File: config.mk
export PLATFORM = sky130hd
export DESIGN_NAME = pc_seq_flat
export DESIGN_NICKNAME = d
export VERILOG_FILES = /design/src/rtl/cpu_pkg.sv /design/src/rtl/pc_seq_if.sv /design/src/rtl/ras_stack.sv /design/src/rtl/pc_seq.sv /design/src/flat_wrapper.sv
export SDC_FILE = /design/constraint.sdc
export NUM_CORES = 1
export LEC_CHECK = 0
export ABC_AREA = 1
export BUFFER_PORTS_ARGS = -buffer_cell sky130_fd_sc_hd__buf_2
export CORE_UTILIZATION = 47
export DETAILED_ROUTE_END_ITERATION = 10
export PLACE_DENSITY = 0.63
export SLEW_MARGIN = 20
export SYNTH_ARGS = -nofsm -noshare
export SYNTH_HDL_FRONTEND = slang
export SYNTH_SLANG_ARGS = --single-unit
File: constraint.sdc
create_clock -name clk -period 5.3 [get_ports clk]
set_input_delay 1.06 -clock clk [delete_from_list [all_inputs] [get_ports clk]]
set_output_delay 1.06 -clock clk [all_outputs]
set_load 0.03 [all_outputs]
File: src/rtl/cpu_pkg.sv
// Shared CPU types: next-PC op encodings and the PC value type.
package cpu_pkg;

    localparam int PC_W = 32;

    typedef logic [PC_W-1:0] pc_t;
    typedef logic [2:0]      op_t;

    localparam op_t OP_SEQ    = 3'd0;
    localparam op_t OP_BRANCH = 3'd1;
    localparam op_t OP_JUMP   = 3'd2;
    localparam op_t OP_CALL   = 3'd3;
    localparam op_t OP_RET    = 3'd4;

endpackage

File: src/rtl/pc_seq_if.sv
// Control/status bundle between the fetch controller and pc_seq.
interface pc_seq_if #(
    parameter int WIDTH = 32
);
    logic             en;
    logic [2:0]       op;
    logic [WIDTH-1:0] target;
    logic [WIDTH-1:0] offset;
    logic             err_clr;
    logic [WIDTH-1:0] pc_out;
    logic             ras_empty;
    logic             ras_full;
    logic             ras_ovf;
    logic             ras_unf;

    modport master (
        output en, op, target, offset, err_clr,
        input  pc_out, ras_empty, ras_full, ras_ovf, ras_unf
    );

    modport slave (
        input  en, op, target, offset, err_clr,
        output pc_out, ras_empty, ras_full, ras_ovf, ras_unf
    );
endinterface

File: src/rtl/ras_stack.sv
// Circular return-address stack; a push when full overwrites the oldest entry.
module ras_stack #(
    parameter int WIDTH = 32,
    parameter int DEPTH = 4
) (
    input  logic             clk,
    input  logic             rst_n,
    input  logic             push,
    input  logic             pop,
    input  logic [WIDTH-1:0] push_data,
    output logic [WIDTH-1:0] top_data,
    output logic             empty,
    output logic             full,
    output logic             ovf_evt,
    output logic             unf_evt
);
    localparam int PW = $clog2(DEPTH);
    localparam int CW = PW + 1;

    logic [WIDTH-1:0] mem [DEPTH];
    logic [PW-1:0]    ptr;
    logic [PW-1:0]    wr_ptr;
    logic [CW-1:0]    cnt;

    assign empty    = (cnt == '0);
    assign full     = (cnt == CW'(DEPTH));
    assign ovf_evt  = push && full;
    assign unf_evt  = pop && empty;
    assign wr_ptr   = ptr + 1'b1;
    assign top_data = mem[ptr];

    always_ff @(posedge clk or negedge rst_n) begin
        if (!rst_n) begin
            ptr <= '0;
            cnt <= '0;
        end else if (push) begin
            ptr <= wr_ptr;
            if (!full) cnt <= cnt + 1'b1;
        end else if (pop && !empty) begin
            ptr <= ptr - 1'b1;
            cnt <= cnt - 1'b1;
        end
    end

    // Entry contents are don't-care after reset, so no reset here.
    always_ff @(posedge clk) begin
        if (push) mem[wr_ptr] <= push_data;
    end

endmodule

File: src/rtl/pc_seq.sv
// Fetch-stage program-counter sequencer with call/return stack.
module pc_seq
    import cpu_pkg::*;
#(
    parameter int WIDTH     = 32,
    parameter int RESET_PC  = 0,
    parameter int STEP      = 1,
    parameter int RAS_DEPTH = 4
) (
    input logic   clk,
    input logic   clr_n,
    pc_seq_if.slave bus
);
    logic [WIDTH-1:0] pc_q;
    logic [WIDTH-1:0] pc_d;
    logic [WIDTH-1:0] seq_pc;
    logic [WIDTH-1:0] top;
    logic             push;
    logic             pop;
    logic             empty;
    logic             full;
    logic             ovf_evt;
    logic             unf_evt;
    logic             ovf_q;
    logic             unf_q;

    assign seq_pc = pc_q + WIDTH'(STEP);
    assign push   = bus.en && (bus.op == OP_CALL);
    assign pop    = bus.en && (bus.op == OP_RET);

    ras_stack #(
        .WIDTH (WIDTH),
        .DEPTH (RAS_DEPTH)
    ) u_ras (
        .clk       (clk),
        .rst_n     (clr_n),
        .push      (push),
        .pop       (pop),
        .push_data (seq_pc),
        .top_data  (top),
        .empty     (empty),
        .full      (full),
        .ovf_evt   (ovf_evt),
        .unf_evt   (unf_evt)
    );

    // RET on an empty stack falls through as a sequential step.
    always_comb begin
        pc_d = seq_pc;
        case (bus.op)
            OP_BRANCH: pc_d = pc_q + bus.offset;
            OP_JUMP:   pc_d = bus.target;
            OP_CALL:   pc_d = bus.target;
            OP_RET:    if (!empty) pc_d = top;
            default:   pc_d = seq_pc;
        endcase
    end

    always_ff @(posedge clk or negedge clr_n) begin
        if (!clr_n) pc_q <= WIDTH'(RESET_PC);
        else if (bus.en) pc_q <= pc_d;
    end

    always_ff @(posedge clk or negedge clr_n) begin
        if (!clr_n) begin
            ovf_q <= 1'b0;
            unf_q <= 1'b0;
        end else begin
            if (ovf_evt) ovf_q <= 1'b1;
            else if (bus.err_clr) ovf_q <= 1'b0;
            if (unf_evt) unf_q <= 1'b1;
            else if (bus.err_clr) unf_q <= 1'b0;
        end
    end

    assign bus.pc_out    = pc_q;
    assign bus.ras_empty = empty;
    assign bus.ras_full  = full;
    assign bus.ras_ovf   = ovf_q;
    assign bus.ras_unf   = unf_q;

endmodule
File: src/flat_wrapper.sv
// flat-port wrapper written by rule: the top's interface ports become plain ports
module pc_seq_flat import cpu_pkg::*;
#(
    parameter int WIDTH     = 32,
    parameter int RESET_PC  = 0,
    parameter int STEP      = 1,
    parameter int RAS_DEPTH = 4
)
  (clk, clr_n, bus_en, bus_op, bus_target, bus_offset, bus_err_clr, bus_pc_out, bus_ras_empty, bus_ras_full, bus_ras_ovf, bus_ras_unf);
  pc_seq_if #(.WIDTH(WIDTH)) bus_i ();
  input logic clk;
  input logic clr_n;
  input wire logic [$bits(bus_i.en)-1:0] bus_en;
  input wire logic [$bits(bus_i.op)-1:0] bus_op;
  input wire logic [$bits(bus_i.target)-1:0] bus_target;
  input wire logic [$bits(bus_i.offset)-1:0] bus_offset;
  input wire logic [$bits(bus_i.err_clr)-1:0] bus_err_clr;
  output wire logic [$bits(bus_i.pc_out)-1:0] bus_pc_out;
  output wire logic [$bits(bus_i.ras_empty)-1:0] bus_ras_empty;
  output wire logic [$bits(bus_i.ras_full)-1:0] bus_ras_full;
  output wire logic [$bits(bus_i.ras_ovf)-1:0] bus_ras_ovf;
  output wire logic [$bits(bus_i.ras_unf)-1:0] bus_ras_unf;
  assign bus_i.en = bus_en;
  assign bus_i.op = bus_op;
  assign bus_i.target = bus_target;
  assign bus_i.offset = bus_offset;
  assign bus_i.err_clr = bus_err_clr;
  assign bus_pc_out = bus_i.pc_out;
  assign bus_ras_empty = bus_i.ras_empty;
  assign bus_ras_full = bus_i.ras_full;
  assign bus_ras_ovf = bus_i.ras_ovf;
  assign bus_ras_unf = bus_i.ras_unf;
  pc_seq #(.WIDTH(WIDTH), .RESET_PC(RESET_PC), .STEP(STEP), .RAS_DEPTH(RAS_DEPTH)) u_core (.clk(clk), .clr_n(clr_n), .bus(bus_i));
endmodule
[Yosys cells after proc, flatten, opt, wreduce, memory -nomap -nowiden]
Memories as Yosys holds them, arrays and structs flattened.
Cells that the tools add are included.
W data, S select, Z words.
Storage, ports and cells
  input bits: 71
  flip-flop bits (word level): 39
  logic and storage cells: 42
  ROM bits: 0
  bits in latches: 0
  output and inout bits: 36
  memories: 1
  bits in writable memories: 128
Cells by class
  $mul: 0
  reduce and logical (&&, ||, !) cells: 12
  multiplexer cells: 12
  bitwise operators: 0
  shifts and indexed selects: 0
  order comparisons: 0
  $add $sub $neg: 6
  equality and inequality tests: 6
  divide/modulo/power cells: 0
Memories
  u_core.u_ras.mem: words 4, bits a word 32, read ports 1, clocked after memory_dff 0, wr ports 1, line ras_stack.sv:20  | logic [WIDTH-1:0] mem [DEPTH];
Operators with widths (number)
  $pmux W32 S3: 1
  $add A32 B1 Y32 const B: 1
  $add A32 B32 Y32: 1
  $mux W32: 1
  $mux W3: 3
  $eq A3 B2 Y1 const B: 2
  $eq A3 B3 Y1 const B: 2
  $reduce_bool A2 Y1: 3
  $logic_and A1 B1 Y1: 5
  $mux W1: 5
  $mux W2: 2
  $add A3 B1 Y3 const B: 1
  $eq A3 B1 Y1 const B: 1
  $logic_not A3 Y1: 1
  $sub A3 B1 Y3 const B: 1
  $add A2 B1 Y2 const B: 1
  $ne A2 B2 Y1 const B: 1
  $reduce_and A2 Y1: 1
  $reduce_or A2 Y1: 1
  $sub A2 B1 Y2 const B: 1
  $logic_not A1 Y1: 1

[Depth between registers and ports, before layout]
Gate-level depths: netlist of run 1.
  depth after elaboration: 5
  mapped depth: 16
  depth with buffers taken out: 16

[Modules after synthesis]
A second synthesis of run 1 with hierarchy kept.
Unflattened totals
  cell total of the unflattened synthesis: 1512
  area total of the unflattened synthesis: 11388.4 µm²
Modules (own cells, without submodules)
  pc_seq: cells each 1142, seq. area each 850.8 µm², instances 1, area each 5906.9 µm²
  ras_stack: cells each 370, seq. area each 3968.8 µm², instances 1, area each 5481.5 µm²

[Worst setup path after synthesis of run 1]
OpenSTA, ideal clock, no wires.
  kind: input -> register
  from: input port bus_op[0]
  to: memory u_core.u_ras.mem[0][0] (enable)
  buffers on the path: 0
  arrival: 2.834 ns
  setup time: 0.421 ns
  setup slack: 2.045 ns
  required time: 4.879 ns
  cell stages on the path: 4
  cell sequence: inv_1 -> nor2_1 -> nand3_2 -> nor2_1
Between the ends
  longest elaborated chain between the ends: 4
RTL lines
  from (decl): line flat_wrapper.sv:14  | input wire logic [$bits(bus_i.op)-1:0] bus_op;
  $eq A3 B2 Y1: line pc_seq.sv:28  | assign push = bus.en && (bus.op == OP_CALL);
  $logic_and A1 B1 Y1: line pc_seq.sv:28
  $mux W1: line ras_stack.sv:47  | if (push) mem[wr_ptr] <= push_data;
  $mux W1 (implied by the code): line ras_stack.sv:47
  to (decl): line ras_stack.sv:20
Every way passes these cells.

[Final worst setup path of run 1]
  from: input port bus_en
  to: memory u_core.u_ras.mem[0][24] (enable)
Between the ends
  longest elaborated chain between the ends: 3
RTL lines
  from (decl): line flat_wrapper.sv:13  | input wire logic [$bits(bus_i.en)-1:0] bus_en;
  $logic_and A1 B1 Y1: line pc_seq.sv:28
  $mux W1: line ras_stack.sv:47
  $mux W1 (implied by the code): line ras_stack.sv:47
Every way passes these cells.

==> results.toml, run 1 <==
[sta]
setup_viol_count_final = 0
rsz0062_at_grt = "no"
holdWs_ns = 0.522
fin_crit_ns = 2.96
final.setup_skew_ns = 0.0154
drv_slew = 0
slew_headroom = 0.321
worst_slew_pin_slew_ns = 1.02
hold_viol = 0
tns_ns = 0
timing.fmax_mhz = 338
fin_crit_sh = 0.558

[cells_and_area]
final_util = 0.545
final_net_count = 1680
fillCellCount = 2219
antenna_cells = 0
drive_gt1_frac = 0.126
area_growth_pct = 13.3
final_area_um2 = 12400

[floorplanning]
die-area_um2 = 23900
die_w_um = 155
rows = 55
io_pins = 107
core_area_um2 = 22800
die_y_um = 155
initial_core_util = 0.481

[global_route]
grt_max_degree = 68
antenna_found_initial = 0
first_global_vias = 9520
grt_pass1_wl_um = 52100
grt_use_total = 0.289
grt_remaining_overflow = 0

[worst_setup_path]
critPathLaunchType = "input pin"
worst_setup_path_end_kind = "flip-flop"
r2r-start = "u_core.u_ras.ptr[0]"
crit_chain = "buf_2 -> nand3_2 -> nor2_4"
worst-endpoint-required_ns = 5.33
cp_slowest_stage_delay_ns = 0.89
startpoint = "bus_en"
r2r-end = "u_core.bus.pc_out[6]"
reg2reg_depth = 9
crit_family = "simple AND/OR/NAND/NOR gates"
cp-endpoint = "u_core.u_ras.mem[0][24]"
critPathSlowestCell = "nor2_4"
crit_path_max_fanout = 39
path_class = "input pin to flip-flop"
r2r_setup_slack_ns = 2.60
critical_path_buf_inv_count = 1
path_depth = 3
critPathArrivalTime_ns = 2.99

[synthesis]
syn_area_per_cell_um2 = 7.43
synth_edf_count = 128
ys_warn_count = 0
yosysSeqAreaShare = 0.440
async_flop_share = 0.234
synth_area_um2 = 11000
synth.distinct_cells = 43
syn_inst = 1474
synth_nets = 1583
ys.flop_type = "edfxtp_1"
synth_area_leaders = "edfxtp_1 35%, nand2_1 18%, dfrtp_1 8.9%"
yosysTopAreaCell = "edfxtp_1"
synth_top_area_frac = 0.351
ys_ff_latch = 167

[clocking]
numClockSinks = 167
clk_path_buf_depth = 2
cts_setup_buffers = 0
cts-root-buf = "clkbuf_16"
cts_resized = 0
cts_tree = "done"
htree_levels = 4
clk_pin_slew_ns = 0.06
clock_latency_ns = 0.42
cts_hold_buffers = 0
numCtsBuffers = 17

[detailed_routing]
routed_wl_um = 33300
final_antenna_net_count = 0
post-route-drc-count = 0
wl_per_cell_um = 17.6
drt_iter0_drc = 918
via_count = 10100
firstDrtPassIters = 6
vias_per_cell = 5.30

[pwr]
pwr-share-seq = 0.353
vdd_drop_max_mv = 0.238
clock_power_share = 0.238
p_sw_uw = 2080
power.leakage_uw = 0.00592
cellInternalPower_uw = 2860
swShare = 0.422
pwr-share-comb = 0.409
p_per_area_nw_per_um2 = 397

[place]
place_area_um2 = 11800
dpl.hpwl_um = 24100
gp_congestion = 0.951
port_buffers = 106

[hold_path]
hp-start = "u_core.bus.ras_ovf"
hold_class = "flip-flop to flip-flop"

[flow_run]
maxCapViolCount = 0

[status]
outcome = "complete, no violations"
## worst register-to-register path, stage by stage (launching register included)
cell	delay, ns
dfrtp_2	0.34
buf_4	0.56
inv_2	0.30
buf_4	0.39
o21ai_0	0.26
a31oi_1	0.12
a21oi_1	0.34
nand3b_1	0.11
o21ai_0	0.10
inv_1	0.06
## power groups by stage
stage               Combinational (uW)  Clock [uW]  Sequential [uW]
floorplan                         1330           0             1820
global placement                  1970           0             1760
detailed placement                1990           0             1770
CTS                               2010        1190             1740
global route                      2260        1240             1760
finish                            2020        1170             1740
## worst min-delay path by stage
| stage | cells after the start | slack [ns] | endpoint |
|---|---|---|---|
| 3_5_place_dp | 2 | 0.51 | u_core.bus.ras_ovf |
| 3_3_place_gp | 2 | 0.51 | u_core.bus.ras_ovf |
| 4_1_cts | 2 | 0.52 | u_core.bus.ras_ovf |
| 5_1_grt | 2 | 0.58 | u_core.bus.ras_ovf |
| 6_report | 2 | 0.52 | u_core.bus.ras_ovf |
| 2_1_floorplan | 1 | 0.57 | u_core.u_ras.cnt[0] |
## final cells by class
class | count | area, um^2 | share of cell area
multi-input cells | 1044 | 5170 | 0.416
clock inverters | 10 | 106 | 0.00856
repair buffers | 118 | 653 | 0.0526
clock buffers | 21 | 440 | 0.0355
well taps | 313 | 392 | 0.0315
inverters | 223 | 837 | 0.0674
flip-flops and latches | 167 | 4820 | 0.388
## routing by layer
metal  wire length, um  vias up  GRT usage
li1                  -     4978          -
met1             15200     4683      0.403
met2             15000      351      0.466
met3              2390       42     0.0431
met4               713        0     0.0868
met5                 0        -          0
## synth_stat cells, types with 3 or more instances
| cell type | count |
|---|---|
| nand2_1 | 512 |
| a32oi_1 | 5 |
| clkbuf_1 | 24 |
| a22oi_1 | 6 |
| nor3_4 | 3 |
| dfrtp_1 | 39 |
| buf_1 | 6 |
| nor2_4 | 4 |
| o211ai_1 | 4 |
| or2_2 | 7 |
| xor2_1 | 10 |
| nand3b_1 | 10 |
| nor3_2 | 4 |
| and2_1 | 4 |
| o21bai_1 | 4 |
| a31oi_1 | 15 |
| inv_2 | 8 |
| nor2_1 | 111 |
| o22ai_1 | 10 |
| nand2_2 | 4 |
| nand3_2 | 5 |
| edfxtp_1 | 128 |
| nand4_1 | 20 |
| nand2_4 | 3 |
| buf_2 | 10 |
| xnor2_1 | 4 |
| o21ai_1 | 13 |
| nor3_1 | 13 |
| nand3_1 | 118 |
| a21oi_1 | 43 |
| nor2_2 | 6 |
| inv_1 | 215 |
| ha_1 | 36 |
| o21ai_0 | 59 |
## cells in the final DEF, fill, tap and decap left out, types with 2 or more instances in the layout
cell type	Yosys	final
nand2_1	512	512
inv_1	215	214
edfxtp_1	128	128
nand3_1	118	118
nor2_1	111	106
buf_2	10	106
o21ai_0	59	59
a21oi_1	43	43
dfrtp_1	39	38
ha_1	36	36
nand4_1	20	20
clkbuf_16	0	17
a31oi_1	15	15
nor3_1	13	13
o21ai_1	13	13
xor2_1	10	10
nand3b_1	10	10
o22ai_1	10	10
buf_4	0	10
inv_2	8	9
nor2_4	4	8
nor2_2	6	7
or2_2	7	7
a22oi_1	6	6
clkinv_2	0	6
nand3_2	5	5
a32oi_1	5	5
and2_1	4	4
xnor2_1	4	4
nor3_2	4	4
nand2_2	4	4
o211ai_1	4	4
o21bai_1	4	4
clkbuf_1	24	4
nor3_4	3	3
nand2_4	3	3
xor2_2	2	2
fa_1	2	2
bufinv_16	0	2
## metrics by stage
step	cells	total power, uW	setup slack, ns
2_1_floorplan	1474	3140	2.04
3_3_place_gp	1863	3740	1.88
3_5_place_dp	1863	3760	1.83
4_1_cts	1894	4940	2.27
5_1_grt	1896	5260	2.20
6_report	1896	4940	2.34
## sequential cells by signal, summed over array words and instances, names as in the netlist
| register | flops |
|---|---|
| u_core.bus.pc_out | 32 |
| u_core.bus.ras_ovf | 1 |
| u_core.bus.ras_unf | 1 |
| u_core.u_ras.cnt | 3 |
| u_core.u_ras.mem | 128 |
| u_core.u_ras.ptr | 2 |
## cells by family (layout without fill, tap and decap cells)
| group | Yosys count | count (layout) | share of synthesized area |
|---|---|---|---|
| AND/OR/NAND/NOR | 826 | 826 | 0.326 |
| buffers and inverters | 263 | 372 | 0.0912 |
| flip-flops | 167 | 167 | 0.440 |
| AO/OA/AOI/OAI | 164 | 164 | 0.0843 |
| adder cells (fa/ha/maj) | 38 | 38 | 0.0448 |
| XOR/XNOR | 16 | 16 | 0.0142 |
No activity file was read; power rests on OpenSTA's default activity.
==> run 2: changes to the inputs <==
- clock period: 5.3 -> 2.8 ns (I/O delays scaled with it)
==> run 2 against run 1 <==
Final area up 2.6%; clock skew decreased by 0.0058 ns; critical path type is now flip-flop to flip-flop; clock power is 99% higher; critical path depth up 9; total power grew 95%; sequential share of layout area fell by 0.99 points; wire length grew 2.9%; global-route usage rose by 0.72 points; register-to-register slack lost 2.3 ns; largest power group unchanged; die area did not move; worst hold slack got worse by 0.45 ns.
==> results.toml, run 2 (synthesized netlist as in run 1, its figures left out) <==
[cells_and_area]
final_cells = 1927
final_net_count = 1710
area_growth_pct = 16.3
largest_register_ff_count = 128
final_cell_mix = "512 x nand2_1, 214 x inv_1, 128 x edfxtp_1"
top_register = "u_core.u_ras.mem"
drive_gt1_frac = 0.143
final_common_cell = "nand2_1"
antenna_cells = 0

[global_route]
antenna_found_initial = 0
grt_remaining_overflow = 0
grt_pass1_wl_um = 52700
first_global_vias = 9473
grt_use_total = 0.296
grt_max_degree = 45

[clocking]
cts_resized = 0
cts_hold_buffers = 0
numCtsBuffers = 17
clk_pin_slew_ns = 0.07
htree_levels = 4
cts-root-buf = "clkbuf_16"
clock_latency_ns = 0.43
clk_path_buf_depth = 2
cts_tree = "done"
numClockSinks = 167
cts_setup_buffers = 0

[sta]
timing.fmax_mhz = 405
hold_viol = 0
final.setup_skew_ns = 0.00963
setup_viol_count_final = 0
slew_headroom = 0.475
holdWs_ns = 0.0768
worst_slew_pin_slew_ns = 0.787
rsz0062_at_grt = "no"
fin_crit_ns = 2.47
tns_ns = 0
fin_crit_sh = 0.882
drv_slew = 0

[worst_setup_path]
crit_chain = "ha_1 -> nand2_1 -> inv_1 -> nand2_1 -> inv_1 -> a21oi_1 -> nand2_1 -> or2_2 -> nand2_1 -> nand2_1 -> o21ai_1 -> inv_1"
crit_path_frequent_cell = "nand2_1"
startpoint = "u_core.bus.pc_out[10]"
critPathSlowestCell = "dfrtp_1"
critPathArrivalTime_ns = 2.79
crit_path_max_fanout = 7
crit_family = "simple AND/OR/NAND/NOR gates"
path_class = "flip-flop to flip-flop"
critical_path_buf_inv_count = 3
reg2reg_depth = 12
worst_setup_path_end_kind = "flip-flop"
critPathLaunchType = "flip-flop"
cp-endpoint = "u_core.bus.pc_out[13]"
r2r-start = "u_core.bus.pc_out[10]"
worst-endpoint-required_ns = 3.12
path_depth = 12
r2r_setup_slack_ns = 0.33
cp_slowest_stage_delay_ns = 0.52
r2r-end = "u_core.bus.pc_out[13]"

[detailed_routing]
firstDrtPassIters = 5
post-route-drc-count = 0
drt_iter0_drc = 904
vias_per_cell = 5.24
final_antenna_net_count = 0
via_count = 10100
routed_wl_um = 34300
wl_per_cell_um = 17.8

[floorplanning]
io_pins = 107
rows = 55
initial_core_util = 0.481
die_y_um = 155
die_w_um = 155
core_area_um2 = 22800
die-area_um2 = 23900

[place]
dp_cells = 1895
port_buffers = 106
gp_congestion = 0.927
dpl.hpwl_um = 25600

[pwr]
p_total_uw = 9650
p_per_area_nw_per_um2 = 757
vdd_drop_max_mv = 0.326
power.leakage_uw = 0.00609

[flow_run]
maxCapViolCount = 0

[hold_path]
hold_class = "input pin to asynchronous set/reset pin"

[status]
outcome = "complete, no violations"
==> run 2: power by group <==
part           internal, uW  total, uW  switching [uW]
combinational          1270       4070            2810
sequential             2980       3250             267
clock                  1350       2330             975
==> run 2: per-layer routing <==
metal	GRT usage	vias up	wire length [um]	share of wire
met4	0.0863	0	689	0.020
met3	0.0597	39	2690	0.078
met2	0.468	386	15300	0.45
met1	0.412	4650	15600	0.46
li1	-	5032	-	-
met5	0	-	0	0
==> run 2: metrics by stage <==
stage	worst slack, ns	instance area (um^2)	utilization
finish	0.331	12700	0.560
global route	0.213	12700	0.560
CTS	0.366	12700	0.560
detailed placement	0.275	12200	0.534
global placement	0.322	12200	0.534
floorplan	0.00792	11000	-
==> run 2: worst min-delay path by stage <==
stage | from | end | slack [ns] | cells after the start
global route | clr_n | u_core.bus.ras_ovf | 0.1 | 1
global placement | u_core.bus.ras_ovf | u_core.bus.ras_ovf | 0.51 | 2
floorplan | clr_n | u_core.bus.pc_out[0] | 0.26 | 0
finish | clr_n | u_core.bus.pc_out[21] | 0.08 | 1
detailed placement | clr_n | u_core.bus.pc_out[27] | 0.54 | 1
CTS | clr_n | u_core.bus.pc_out[21] | 0.08 | 1
==> run 2: area by class of cell <==
class	instances	area, um^2
Clock inverter	6	47.5
Multi-Input combinational cell	1044	5170
Clock buffer	26	543
Timing Repair Buffer	148	933
Tap cell	313	392
Sequential cell	167	4820
Fill cell	2158	10000
Inverter	223	837
==> run 3: changes to the inputs <==
- ABC_AREA: 1 -> not set
- SYNTH_HIERARCHICAL: not set -> 1
==> run 3 against run 2 <==
Combinational power shrank 8.6%; sequential power grew 2%; first-iteration DRC count shrank 40%; worst hold slack gained 0.13 ns; non-clock buffer count grew 30.
==> results.toml, run 3 <==
[sta]
slew_headroom = 0.316
worst_slew_pin_slew_ns = 1.03
fin_crit_sh = 0.945
layout_setup_ws_ns = 0.155
rsz0062_at_grt = "no"
setup_viol_count_final = 0
fin_crit_ns = 2.64
final.setup_skew_ns = 0.00780
hold_viol = 0
drv_slew = 0
holdWs_ns = 0.203
timing.fmax_mhz = 378

[pwr]
pwr-share-seq = 0.352
pwr-share-comb = 0.395
vdd_drop_max_mv = 0.492
clock_power_share = 0.253
swShare = 0.356
p_sw_uw = 3360
power.leakage_uw = 0.00446
cellInternalPower_uw = 6060
p_per_area_nw_per_um2 = 830

[detailed_routing]
vias_per_cell = 5.99
post-route-drc-count = 0
routed_wl_um = 25900
drt_iter0_drc = 542
wl_per_cell_um = 21.3
firstDrtPassIters = 5
via_count = 7291
final_antenna_net_count = 0

[synthesis]
synth.distinct_cells = 79
yosysTopAreaCell = "edfxtp_1"
ys_ff_latch = 167
yosysSeqAreaShare = 0.507
synth_compound_area_frac = 0.160
syn_area_per_cell_um2 = 12.2
synth_top_area_frac = 0.404
synth.area.mux_share = 0.0855
synth_area_leaders = "edfxtp_1 40%, dfrtp_1 10%, mux4_1 6.1%"
synth_area_um2 = 9520
synth.most_common_cell = "edfxtp_1"
ys.flop_type = "edfxtp_1"
synth_xor_area_frac = 0.0460
ys_warn_count = 6
synthAdderAreaFrac = 0.0515
synth_simple_gate_area_frac = 0.120
syn_inst = 781
synth_top_family_by_area = "compound AO/OA/AOI/OAI gates"
async_flop_share = 0.234
synth_nets = 890
synth_common_cells = "128 x edfxtp_1, 65 x nand2_1, 64 x nor2_1"
synth_edf_count = 128

[clocking]
htree_levels = 4
numCtsBuffers = 17
cts-root-buf = "clkbuf_16"
clk_path_buf_depth = 2
cts_tree = "done"
cts_setup_buffers = 0
clk_pin_slew_ns = 0.06
clock_latency_ns = 0.43
numClockSinks = 167

[worst_setup_path]
startpoint = "u_core/bus.pc_out[1]"
r2r_setup_slack_ns = 0.16
path_class = "flip-flop to flip-flop"
critPathArrivalTime_ns = 2.99
r2r-start = "u_core/bus.pc_out[1]"
r2r-end = "u_core/bus.pc_out[31]"
worst_setup_path_end_kind = "flip-flop"
cp-endpoint = "u_core/bus.pc_out[31]"
crit_path_max_fanout = 6
reg2reg_depth = 9
worst-endpoint-required_ns = 3.15
critPathLaunchType = "flip-flop"

[hold_path]
hold_class = "input pin to asynchronous set/reset pin"

[floorplanning]
die_y_um = 144
initial_core_util = 0.484
die_w_um = 144
io_pins = 107
core_area_um2 = 19700
rows = 51
die-area_um2 = 20800

[global_route]
grt_max_degree = 47
antenna_found_initial = 0
grt_pass1_wl_um = 40300
grt_use_total = 0.263
first_global_vias = 7278
grt_remaining_overflow = 0

[place]
gp_congestion = 0.902
dpl.hpwl_um = 18200
post-place-ws_ns = -0.108
port_buffers = 106

[status]
outcome = "complete, no violations"

[cells_and_area]
final_net_count = 1049
largest_register_ff_count = 128
final_cell_mix = "128 x edfxtp_1, 106 x buf_2, 70 x buf_4"
final_common_cell = "edfxtp_1"
area_growth_pct = 19.2
antenna_cells = 0
top_register = "u_core/u_ras/mem"
drive_gt1_frac = 0.264
fillCellCount = 1665

[flow_run]
maxCapViolCount = 0
## run 3: logic make-up after synthesis
logic type / count (synthesis)
AND/OR/NAND/NOR: 228
buffers and inverters: 61
adder cells (fa/ha/maj): 38
XOR/XNOR: 50
multiplexers: 33
flip-flops: 167
AO/OA/AOI/OAI: 204
## run 3: worst min-delay path by stage
stage	endpoint	depth (start not counted)	startpoint
2_1_floorplan	u_core/bus.pc_out[0]	0	clr_n
3_3_place_gp	u_core/bus.ras_ovf	1	u_core/bus.ras_ovf
3_5_place_dp	u_core/bus.ras_unf	1	u_core/bus.ras_unf
4_1_cts	u_core/bus.ras_unf	1	clr_n
5_1_grt	u_core/bus.ras_unf	1	clr_n
6_report	u_core/bus.ras_ovf	1	clr_n
## run 3: critical path: stages, from the launching register on
cell and delay (ns):
dfrtp_2 0.45, ha_1 0.32, a211oi_2 0.28, o21a_1 0.25, or3_4 0.18, a31oi_4 0.11
o211ai_2 0.24, a31oi_1 0.14, or4_1 0.41, a31oi_1 0.18
## run 3: power groups by stage
stage	clock network [uW]	registers [uW]	logic (uW)
after CTS	2410	3320	3700
after detailed placement	0	3370	3660
after floorplan	0	3560	2330
after global routing	2510	3360	4030
final	2380	3320	3720
after global placement	0	3350	3590
## run 3: cell type report
type	instances	area [um^2]	share of cell area
multi-input combinational	553	4420	0.389
timing repair buffer	178	1100	0.0966
tap	265	332	0.0292
sequential	167	4820	0.425
clock inverter	12	151	0.0133
clock buffer	20	437	0.0385
inverter	23	86.3	0.00761
## run 3: what timing repair did
item                                    CTS  global route
resized for setup                         0             2
hold buffers                              0             0
endpoints found under the setup margin    0             2
## run 3: metrics by stage
stage	util	setup TNS [ns]	total power, uW	area (um^2)	std cells
floorplan	-	0	5890	9520	781
global route	0.577	0	9900	11300	1218
finish	0.577	0	9420	11300	1218
detailed placement	0.547	-0.458	7030	10700	1186
global placement	0.547	-0.365	6940	10700	1186
CTS	0.577	0	9420	11300	1218
## run 3: per-layer routing
layer  part of all wire  track usage  wire length (um)
met4              0.022       0.0803               574
met1               0.44        0.362             11400
met5                  0            0                 0
met2               0.47        0.422             12200
met3              0.067       0.0483              1730
